$ cat src/rtl/hazard_stall_unit_pkg.sv
// Shared pipeline definitions for the ID/EX hazard and stall control.
package hazard_stall_unit_pkg;

  // Register-ID width (16 architectural registers, r0 hardwired zero)
  localparam int unsigned PIPE_REG_W = 4;

  // Default EX occupancy, in cycles, of the multi-cycle units
  localparam int unsigned DEF_MUL_CYCLES = 3;
  localparam int unsigned DEF_DIV_CYCLES = 8;

  // EX write class: anything other than RW_NONE counts as a register write
  localparam logic [1:0] RW_NONE = 2'b00;
  localparam logic [1:0] RW_ALU  = 2'b01;
  localparam logic [1:0] RW_MEM  = 2'b10;

  // Stall controller states
  typedef enum logic [1:0] {
    ST_IDLE = 2'd0,
    ST_BUSY = 2'd1,
    ST_DONE = 2'd2
  } hsu_state_e;

endpackage

$ cat src/rtl/hazard_stall_unit_sat_counter.sv
// Saturating up-counter used for pipeline performance statistics.
module sat_counter #(
  parameter int unsigned CNT_W = 16
) (
  input  logic             clk,
  input  logic             rst,
  input  logic             inc_i,
  output logic [CNT_W-1:0] count_o
);

  logic [CNT_W-1:0] count_q;

  // Count enabled cycles, holding at all-ones instead of wrapping
  always_ff @(posedge clk or posedge rst) begin
    if (rst) begin
      count_q <= '0;
    end else if (inc_i && (count_q != '1)) begin
      count_q <= count_q + CNT_W'(1);
    end
  end

  assign count_o = count_q;

endmodule

$ cat src/rtl/hazard_stall_unit.sv
// Load-use stall, multi-cycle mul/div occupancy and branch flush control
// for the ID/EX boundary, with a saturating stall-cycle counter.
module hazard_stall_unit
  import hazard_stall_unit_pkg::*;
#(
  parameter int unsigned REG_W      = PIPE_REG_W,
  parameter int unsigned MUL_CYCLES = DEF_MUL_CYCLES,
  parameter int unsigned DIV_CYCLES = DEF_DIV_CYCLES,
  parameter int unsigned CNT_W      = 16
) (
  input  logic             clk,
  input  logic             rst,
  input  logic [REG_W-1:0] registerOP1ID,
  input  logic [REG_W-1:0] registerOP2ID,
  input  logic             useOP1ID,
  input  logic             useOP2ID,
  input  logic [REG_W-1:0] registerOP1EX,
  input  logic             memReadEX,
  input  logic [1:0]       regWriteEX,
  input  logic             mulDivStartEX,
  input  logic             isDivEX,
  input  logic             branchTakenEX,
  output logic             pcWrite,
  output logic             ifidWrite,
  output logic             idexWrite,
  output logic             ifidFlush,
  output logic             idexFlush,
  output logic             exmemFlush,
  output logic             mulDivBusy,
  output logic             mulDivDone,
  output logic [CNT_W-1:0] stallCount
);

  localparam int unsigned MAX_CYCLES = (DIV_CYCLES > MUL_CYCLES) ? DIV_CYCLES : MUL_CYCLES;
  // Counter holds at most MAX_CYCLES-2, which always fits in clog2(MAX_CYCLES) bits
  localparam int unsigned OCC_W = (MAX_CYCLES > 2) ? $clog2(MAX_CYCLES) : 1;

  localparam logic [OCC_W-1:0] MUL_LOAD = OCC_W'(MUL_CYCLES - 2);
  localparam logic [OCC_W-1:0] DIV_LOAD = OCC_W'(DIV_CYCLES - 2);

  hsu_state_e       state_q, state_d;
  logic [OCC_W-1:0] occ_q, occ_d;
  logic [OCC_W-1:0] occ_load;
  logic             load_use;

  // Load in EX feeding a source the ID instruction actually reads; r0 never hazards
  always_comb begin
    load_use = memReadEX && (regWriteEX != RW_NONE) && (registerOP1EX != '0) &&
               ((useOP1ID && (registerOP1ID == registerOP1EX)) ||
                (useOP2ID && (registerOP2ID == registerOP1EX)));
  end

  // Next-state logic and zero-latency control outputs
  always_comb begin
    pcWrite    = 1'b1;
    ifidWrite  = 1'b1;
    idexWrite  = 1'b1;
    ifidFlush  = 1'b0;
    idexFlush  = 1'b0;
    exmemFlush = 1'b0;
    mulDivBusy = 1'b0;
    mulDivDone = 1'b0;
    state_d    = state_q;
    occ_d      = occ_q;
    occ_load   = isDivEX ? DIV_LOAD : MUL_LOAD;

    case (state_q)
      ST_IDLE: begin
        if (branchTakenEX) begin
          ifidFlush = 1'b1;
          idexFlush = 1'b1;
        end else if (mulDivStartEX) begin
          mulDivBusy = 1'b1;
          pcWrite    = 1'b0;
          ifidWrite  = 1'b0;
          idexWrite  = 1'b0;
          exmemFlush = 1'b1;
          occ_d      = occ_load;
          state_d    = (occ_load != '0) ? ST_BUSY : ST_DONE;
        end else if (load_use) begin
          pcWrite   = 1'b0;
          ifidWrite = 1'b0;
          idexFlush = 1'b1;
        end
      end
      ST_BUSY: begin
        mulDivBusy = 1'b1;
        pcWrite    = 1'b0;
        ifidWrite  = 1'b0;
        idexWrite  = 1'b0;
        exmemFlush = 1'b1;
        occ_d      = occ_q - OCC_W'(1);
        if (occ_q == OCC_W'(1)) begin
          state_d = ST_DONE;
        end
      end
      ST_DONE: begin
        mulDivDone = 1'b1;
        state_d    = ST_IDLE;
        if (load_use) begin
          pcWrite   = 1'b0;
          ifidWrite = 1'b0;
          idexFlush = 1'b1;
        end
      end
      default: begin
        state_d = ST_IDLE;
      end
    endcase

    // Outputs track reset immediately, independent of the ID/EX inputs
    if (rst) begin
      pcWrite    = 1'b1;
      ifidWrite  = 1'b1;
      idexWrite  = 1'b1;
      ifidFlush  = 1'b0;
      idexFlush  = 1'b0;
      exmemFlush = 1'b0;
      mulDivBusy = 1'b0;
      mulDivDone = 1'b0;
    end
  end

  // State and occupancy counter registers
  always_ff @(posedge clk or posedge rst) begin
    if (rst) begin
      state_q <= ST_IDLE;
      occ_q   <= '0;
    end else begin
      state_q <= state_d;
      occ_q   <= occ_d;
    end
  end

  sat_counter #(
    .CNT_W (CNT_W)
  ) u_stall_cnt (
    .clk     (clk),
    .rst     (rst),
    .inc_i   (~pcWrite),
    .count_o (stallCount)
  );

endmodule

$ cat config.mk
export PLATFORM = sky130hd
export DESIGN_NAME = hazard_stall_unit
export DESIGN_NICKNAME = d
export VERILOG_FILES = /design/src/rtl/hazard_stall_unit_pkg.sv /design/src/rtl/hazard_stall_unit_sat_counter.sv /design/src/rtl/hazard_stall_unit.sv
export SDC_FILE = /design/constraint.sdc
export NUM_CORES = 1
export LEC_CHECK = 0
export ABC_AREA = 1
export CAP_MARGIN = 5
export CORE_MARGIN = 10
export CORE_UTILIZATION = 35
export CTS_CLUSTER_SIZE = 8
export DETAILED_ROUTE_END_ITERATION = 10
export SETUP_SLACK_MARGIN = 0.4
export SLEW_MARGIN = 25
export SYNTH_ARGS = -nofsm -noshare
export SYNTH_HDL_FRONTEND = slang
export SYNTH_SLANG_ARGS = --single-unit
$ cat constraint.sdc
create_clock -name clk -period 4.1 [get_ports clk]
set_clock_uncertainty 0.1 [all_clocks]
set_input_delay 0.615 -clock clk [delete_from_list [all_inputs] [get_ports clk]]
set_output_delay 0.615 -clock clk [all_outputs]
set_load 0.05 [all_outputs]
; ---- Word level (Yosys, flattened, before mapping)
; Index checks and enable logic that the tools add are counted.
; Widths: inputs -> output; s select.
[op_classes]
eq_ne = 9
addsub = 2
n_mux = 32
bitwise = 1
reduce_logical = 14
[ops]
columns = cell, count
row1 = $mux 1, 19
row2 = $add 16x1->16 const B, 1
row3 = $ne 16x16->1 const B, 1
row4 = $mux 3, 3
row5 = $eq 4x4->1, 2
row6 = $mux 2, 4
row7 = $logic_and 1x1->1, 6
row8 = $ne 2x2->1 const B, 3
row9 = $pmux 1 s2, 3
row10 = $pmux 3 s2, 1
row11 = $reduce_and 3->1, 2
row12 = $pmux 2 s2, 1
row13 = $reduce_bool 2->1, 2
row14 = $reduce_bool 4->1, 1
row15 = $eq 3x1->1 const B, 1
row16 = $pmux 1 s3, 1
row17 = $reduce_bool 3->1, 1
row18 = $sub 3x1->3 const B, 1
row19 = $eq 2x1->1 const B, 1
row20 = $eq 2x2->1 const B, 1
row21 = $logic_not 2->1, 1
row22 = $logic_or 1x1->1, 1
row23 = $not 1->1, 1
[totals]
out_inout_bits = 24
elab_cells = 61
in_bits = 22
ff_bits = 21

; ---- Logic depth before layout (Yosys ltp)
; Gate-level depths: netlist (run 1).
[depth]
word_depth = 11
mapped_depth = 12
mapped_depth_nobuf = 11

; ---- Cells and area by module
; Synthesis (run 1) repeated with hierarchy kept, for this count alone.
[unflattened]
hier_cells = 238
hier_area_um2 = 1605.3
[by_module_without_submodules]
columns = module, n_inst, cells_each, area_per_inst_um2
row1 = sat_counter, 1, 150, 1069.8
row2 = hazard_stall_unit, 1, 88, 535.5

; ---- Worst setup path after synthesis (run 1)
; No wires, ideal clock.
[synth_timing]
path_kind = input to output
startpoint = input port rst
endpoint = output port pcWrite
setup_slack_ns = 1.058
arrival_ns = 2.327
path_buffers = 2
stages = 6
cell_sequence = inv_1 nand2_2 a21oi_4 buf_2 nand2_1 buf_4
[synth_between]
elab_chain_len = 1
[synth_rtl]
columns = element, line
row1 = start: declaration, hazard_stall_unit.sv:12  ; input logic rst,
row2 = $mux 1, -
row3 = end: declaration, hazard_stall_unit.sv:23  ; output logic pcWrite,
; Every way passes these cells.

; ---- Worst setup path in the final report (run 1)
[layout_timing]
startpoint = input port registerOP1EX[1]
endpoint = output port idexFlush
[layout_between]
elab_chain_len = 9
word_cells_on_any_way = 13
[layout_rtl]
columns = element, line
row1 = start: declaration, hazard_stall_unit.sv:17  ; input logic [REG_W-1:0] registerOP1EX,
row2 = "$eq 4x4->1, on equally long branches", "hazard_stall_unit.sv:49, hazard_stall_unit.sv:50"
row3 = "$logic_and 1x1->1, on equally long branches", "hazard_stall_unit.sv:49, hazard_stall_unit.sv:50"
row4 = $logic_or 1x1->1, hazard_stall_unit.sv:49  ; ((useOP1ID && (registerOP1ID == registerOP1EX)) ||
row5 = $logic_and 1x1->1 (*), hazard_stall_unit.sv:48  ; load_use = memReadEX && (regWriteEX != RW_NONE) && (registerOP1EX != '0) &&
row6 = $mux 1 (*), "hazard_stall_unit.sv:80, hazard_stall_unit.sv:100"
row7 = $mux 1, hazard_stall_unit.sv:72  ; end else if (mulDivStartEX) begin
row8 = $mux 1, hazard_stall_unit.sv:69  ; if (branchTakenEX) begin
row9 = $pmux 1 s2 (*), hazard_stall_unit.sv:67  ; case (state_q)
row10 = $mux 1 (*), hazard_stall_unit.sv:112  ; if (rst) begin
row11 = end: declaration, hazard_stall_unit.sv:27  ; output logic idexFlush,
; Mark *: on every way between the ends. The rest lies on a longest branch, timed or not.

==> results of run 1 <==
synth_stat cells (all sizes together):
cell type  number
nand3b          1
nand3          14
o21ai           1
a21oi           6
ha              3
nor3            5
nand4          20
inv            27
xnor2           5
nand2          79
o211ai          1
buf             6
o22ai           1
nor2           29
xor2            8
dfrtp          21
registers in the layout, indices dropped and copies added, names as in the netlist:
signal               count
state_q                  2
occ_q                    3
u_stall_cnt.count_o     16
layout make-up:
cell class                      count  area [sq um]  area share (%)
Clock buffer                        4         45.04           2.138
Inverter                           27         101.3           4.810
Multi-Input combinational cell    173         897.1           42.58
Sequential cell                    21         525.5           24.94
Tap cell                           52         65.06           3.088
Timing Repair Buffer               48         473.0           22.45
worst max-delay path, cell delays in order:
cell and delay (ns):
clkdlybuf4s50_1 0.54, inv_2 0.05, nand2_1 0.06, nand2_1 0.05, nor2_1 0.08, nand3_1 0.07, nand2_1 0.08, nand3_1 0.07
a21oi_1 0.13, clkdlybuf4s50_1 0.82
where the power goes:
part | switching, mW | leakage [nW] | total [mW] | internal [mW]
clock network | 0.0652 | 0.0228 | 0.134 | 0.0692
registers | 0.0493 | 0.279 | 0.300 | 0.250
logic | 0.352 | 0.700 | 0.530 | 0.178
total | 0.467 | 1.00 | 0.964 | 0.498
logic make-up (layout without fill, tap and decap cells):
logic type	Yosys count	count (layout)	synth area share [%]
and+or+nand+nor	148	148	43.81
adders and majority gates	3	3	2.398
buffers and inverters	33	79	9.112
xor gates and xnor gates	13	13	7.274
DFF	21	21	33.57
AOI/OAI and AO/OA	9	9	3.837
cell usage in the layout (no fill, tap or decap):
cell type,Yosys,layout
nand3_4,1,1
inv_2,1,1
o211ai_1,1,1
nor2_1,27,27
nor3_2,2,2
buf_4,2,3
nand3b_4,1,1
nand3_1,13,13
nor3_1,3,3
clkbuf_8,0,3
nor2_4,1,1
clkbuf_1,0,1
ha_1,3,3
nand2_1,76,76
nor2_2,1,1
o22ai_1,1,1
a21oi_4,1,1
o21ai_0,1,1
nand2_2,3,3
xor2_1,8,8
clkdlybuf4s50_1,0,45
inv_1,26,26
xnor2_1,5,5
dfrtp_1,21,21
nand4_1,20,20
a21oi_1,5,5
per-stage QoR:
step	std cells	utilization [%]	hold WS [ns]	total power [mW]	worst slack, ns
3_3_place_gp	321	47.36	0.3751	0.8354	0.8193
4_1_cts	325	48.39	0.3827	0.9780	0.7899
2_1_floorplan	227	-	0.3466	0.6843	1.058
5_1_grt	325	48.39	0.4031	1.050	0.5860
3_5_place_dp	321	47.36	0.3719	0.8398	0.7976
6_report	325	48.39	0.3764	0.9644	0.8043
per-layer routing:
layer	vias to the layer above	global-route usage, %	wire length [um]
li1	823	-	-
met1	724	13.33	1876
met2	30	19.79	2015
met3	2	2.528	182
met4	0	2.651	34
met5	-	0	0
path summary, 6_finish.rpt:
kind	to	cells past startpoint
max in group asynchronous	u_stall_cnt.count_o[11]$_DFFE_PP0P_	3
worst max register to register	u_stall_cnt.count_o[5]$_DFFE_PP0P_	8
worst min-delay path	state_q[1]$_DFFE_PP0P_	1
worst min register to register	state_q[1]$_DFFE_PP0P_	1
min in group asynchronous	u_stall_cnt.count_o[3]$_DFFE_PP0P_	3
worst max-delay path	idexFlush	10
==> reports/metrics.csv, run 1 <==
metric,value,unit
Reg2Reg Setup Slack,2.22,ns
clock root buffer,clkbuf_8,
setup_tns,0,ns
Port Buffer Count,45,
Clock Latency Late Sink,0.26,ns
IO Pins,46,
"Avg Cell Area, Syn",6.895,sq um
global-route wire length before repair,7155,um
Max-Cap Viols,0,
setup violators final,0,
Leakage,1.002,nW
critical path endpoint category,output pin,
CTS Hold Bufs,0,
status,finished clean,
RSZ-0062 raised after global routing,no,
cell row count,24,
Chip Width,86.88,um
Tcrit/Tclk final,80.38,%
Layout area overhead,34.61,%
largest area contributor in the netlist,dfrtp_1,
Starting Density,35.95,%
CTS tree,yes,
All-Layer GR Usage,11.22,%
CP Data Arrival Time,2.58,ns
Worst-Margin Slew,0.5101,ns
required time at the worst-slack endpoint,3.38,ns
"critical path fanouts, max",4,
gate count after technology mapping,227,
Max Buffers Root-to-Sink,2,
Die Y-Extent,86.88,um
sequential share of the synthesized area,33.57,%
clock sink count,21,
clk slew on worst S/H paths,0.07,ns
post-CTS setup buffer count,0,
number of global-route vias before repair,1550,
f_max,303.4,MHz
worst min-delay path class,reg -> reg,
final hold vios,0,
H-tree depth,1,
VDD IR max,0.0003349,V
hpwl dp,3202,um
largest net degree at the start of global routing,22,
"FF+latch count, synth",21,
Synth warnings,0,
Final Max Slew Viols,0,
GR Overflow Total,0,
total number of vias,1579,
syn nets,252,
Area after DPL,2062,sq um
CTS Buf Count,3,
# DRC,0,
filler cell count,444,
Final #Nets,299,
top cell type's share of synthesized area,33.57,%
min-delay src,occ_q[2]$_DFFE_PP0P_,
DR iter-0 viols,156,
Slew HR,65.89,%
"Gates resized, CTS repair",0,
Avg Vias per Cell,4.858,
Synth area leaders,"dfrtp_1 (34%), nand2_1 (18%), nand4_1 (8.0%)",
Final ANT Viol Nets,0,
critical path class,in -> out,
Synth Cell Area,1565,sq um
Power Density,457.7,nW/um^2
ratio of cells with drive above 1 in the final layout,6.227,%
final non-filler cell area,2107,sq um
First-pass DRT Iterations,4,
initial antenna violation count,0,
worst setup path start,registerOP1EX[1],
n_diodes,0,
post-DR wirelength/cell,12.64,um
min cycle time layout,3.296,ns
DIE AREA,7547,sq um
GP Congestion,0.8299,
worst r2r src,u_stall_cnt.count_o[1]$_DFFE_PP0P_,
CP startpoint kind,input pin,
synth unique cells,25,
core area,4354,sq um
routed wire length,4108,um
(Power assumes the default switching activity.)
==> run 2, diff against run 1 <==
clock period = 2.7 ns   (was 4.1 ns; I/O delays follow)
==> reports/metrics.csv, run 2 (synthesis gave the netlist of run 1 again) <==
metric,value,unit
Logic pwr share,59.3,%
Power Density,726.4,nW/um^2
Clock power frac,12.6,%
"Critical Path, Cell by Cell","clkdlybuf4s50_1, inv_1, nand2_1, nand2_1, nor2_1, nand3_1, nand2_2, nand3_2, a21oi_2, buf_12",
Reg2Reg Setup Slack,0.82,ns
Tcrit/Tclk final,81.53,%
clk slew on worst S/H paths,0.08,ns
clock sink count,21,
Max Buffers Root-to-Sink,2,
GP Congestion,0.8441,
GR Overflow Total,0,
number of flip-flops in the largest register,16,
filler cell count,429,
Die Y-Extent,86.88,um
required time at the worst-slack endpoint,2.19,ns
Area after DPL,2131,sq um
Worst-Margin Slew,0.5121,ns
First-pass DRT Iterations,4,
final worst slack,0.4988,ns
area of the multi-input gates,932.1,sq um
largest net degree at the start of global routing,22,
Final #Nets,302,
"commonest cells after routing, fill and taps aside","nand2_1 (73), clkdlybuf4s50_1 (31), nor2_1 (26)",
Layout area overhead,43.88,%
setup_tns,0,ns
Chip Width,86.88,um
"commonest non-fill, non-tap cell in the layout",nand2_1,
number of global-route vias before repair,1567,
cell row count,24,
Avg Vias per Cell,4.829,
M1 WL,1853,um
IO Pins,46,
met2 wire len,2076,um
DIE AREA,7547,sq um
Final ANT Viol Nets,0,
Max-Cap Viols,0,
DR iter-0 viols,128,
critical path endpoint category,output pin,
Slew HR,65.75,%
core area,4354,sq um
clock root buffer,clkbuf_8,
WP buf/inv,3,
All-Layer GR Usage,11.63,%
Crit path top cell by count,nand2_1,
Starting Density,35.95,%
routed wire length,4170,um
total number of vias,1584,
n_diodes,0,
# DRC,0,
Leakage,1.110,nW
min-delay src,occ_q[2]$_DFFE_PP0P_,
"critical path fanouts, max",2,
status,finished clean,
max layer used,met4,
max incr delay on CP,0.48,ns
ratio of cells with drive above 1 in the final layout,14.86,%
DP Cell Count,321,
Internal,868.0,uW
met3 WL,228,um
RSZ-0062 raised after global routing,no,
worst r2r src,u_stall_cnt.count_o[0]$_DFFE_PP0P_,
critical path class,in -> out,
register share of total power,28.1,%
slowest CP cell,clkdlybuf4s50_1,
VDD IR max,0.0006598,V
global-route wire length before repair,7389,um
initial antenna violation count,0,
FF/Latch Area,525.5,sq um
setup violators final,0,
CP Data Arrival Time,1.70,ns
min cycle time layout,2.201,ns
post-DR wirelength/cell,12.71,um
final non-filler cell area,2252,sq um
CP startpoint kind,input pin,
hpwl dp,3306,um
Post-Place Setup Slack,0.3566,ns
Port Buffer Count,45,
total power,1.636,mW
family with the most delay on the worst path,buffers and inverters,
H-tree depth,1,
Clock Latency Late Sink,0.26,ns
CTS Hold Bufs,0,
f_max,454.3,MHz
Sw Ratio,46.94,%
Net Sw Power,768.0,uW
CTS Buf Count,3,
CTS tree,yes,
worst min-delay path class,reg -> reg,
Final Max Slew Viols,0,
final hold vios,0,
"Cell Count, Final, Fillers Out",328,
worst setup path start,registerOP1ID[3],
run 2: worst paths after layout:
kind / endpoint / depth (start not counted)
min reg2reg: state_q[1]$_DFFE_PP0P_ / 1
min in group asynchronous: state_q[0]$_DFFE_PP0P_ / 3
max: idexFlush / 10
min: state_q[1]$_DFFE_PP0P_ / 1
max reg2reg: u_stall_cnt.count_o[8]$_DFFE_PP0P_ / 8
max in group asynchronous: u_stall_cnt.count_o[13]$_DFFE_PP0P_ / 3
run 2: worst register-to-register path, cell delays in order (launching register included):
cell and delay (ns):
dfrtp_1 0.43, ha_1 0.23, inv_1 0.10, nor2_4 0.16, nand3_1 0.09, nand3b_4 0.30
nand3_4 0.27, nand2_1 0.08, nand2_1 0.07
run 2: per-layer routing:
metal	global-route usage [%]	vias up
met5	0	-
met4	1.767	0
met3	3.558	2
met2	20.72	20
met1	13.45	725
li1	-	837
run 2: stage by stage:
stage,hold slack [ns],util (%)
after floorplan,0.1720,-
after global placement,0.3740,48.94
after detailed placement,0.3759,48.94
after CTS,0.3932,50.78
after global routing,0.4417,51.72
final,0.4124,51.72
run 2: cell type report:
cell class	count	share of cell area, %
well taps	52	2.889
flip-flops and latches	21	23.33
multi-input cells	173	41.39
inverters	27	4.667
clock buffers	3	1.833
repair buffers	51	25.67
clock inverters	1	0.2222
run 2: what timing repair did:
item / in CTS / in global routing
endpoints found under the setup margin: 4 / 6
pin swaps: 4 / 8
buffers inserted: 2 / 1
gates resized for setup: 3 / 14
run 2: power by group through the flow:
stage / sequential [mW] / combinational (mW) / clock [mW]
floorplan: 0.548 / 0.502 / 0
global placement: 0.461 / 0.897 / 0
detailed placement: 0.463 / 0.905 / 0
CTS: 0.458 / 0.958 / 0.214
global route: 0.474 / 1.07 / 0.232
finish: 0.460 / 0.971 / 0.206
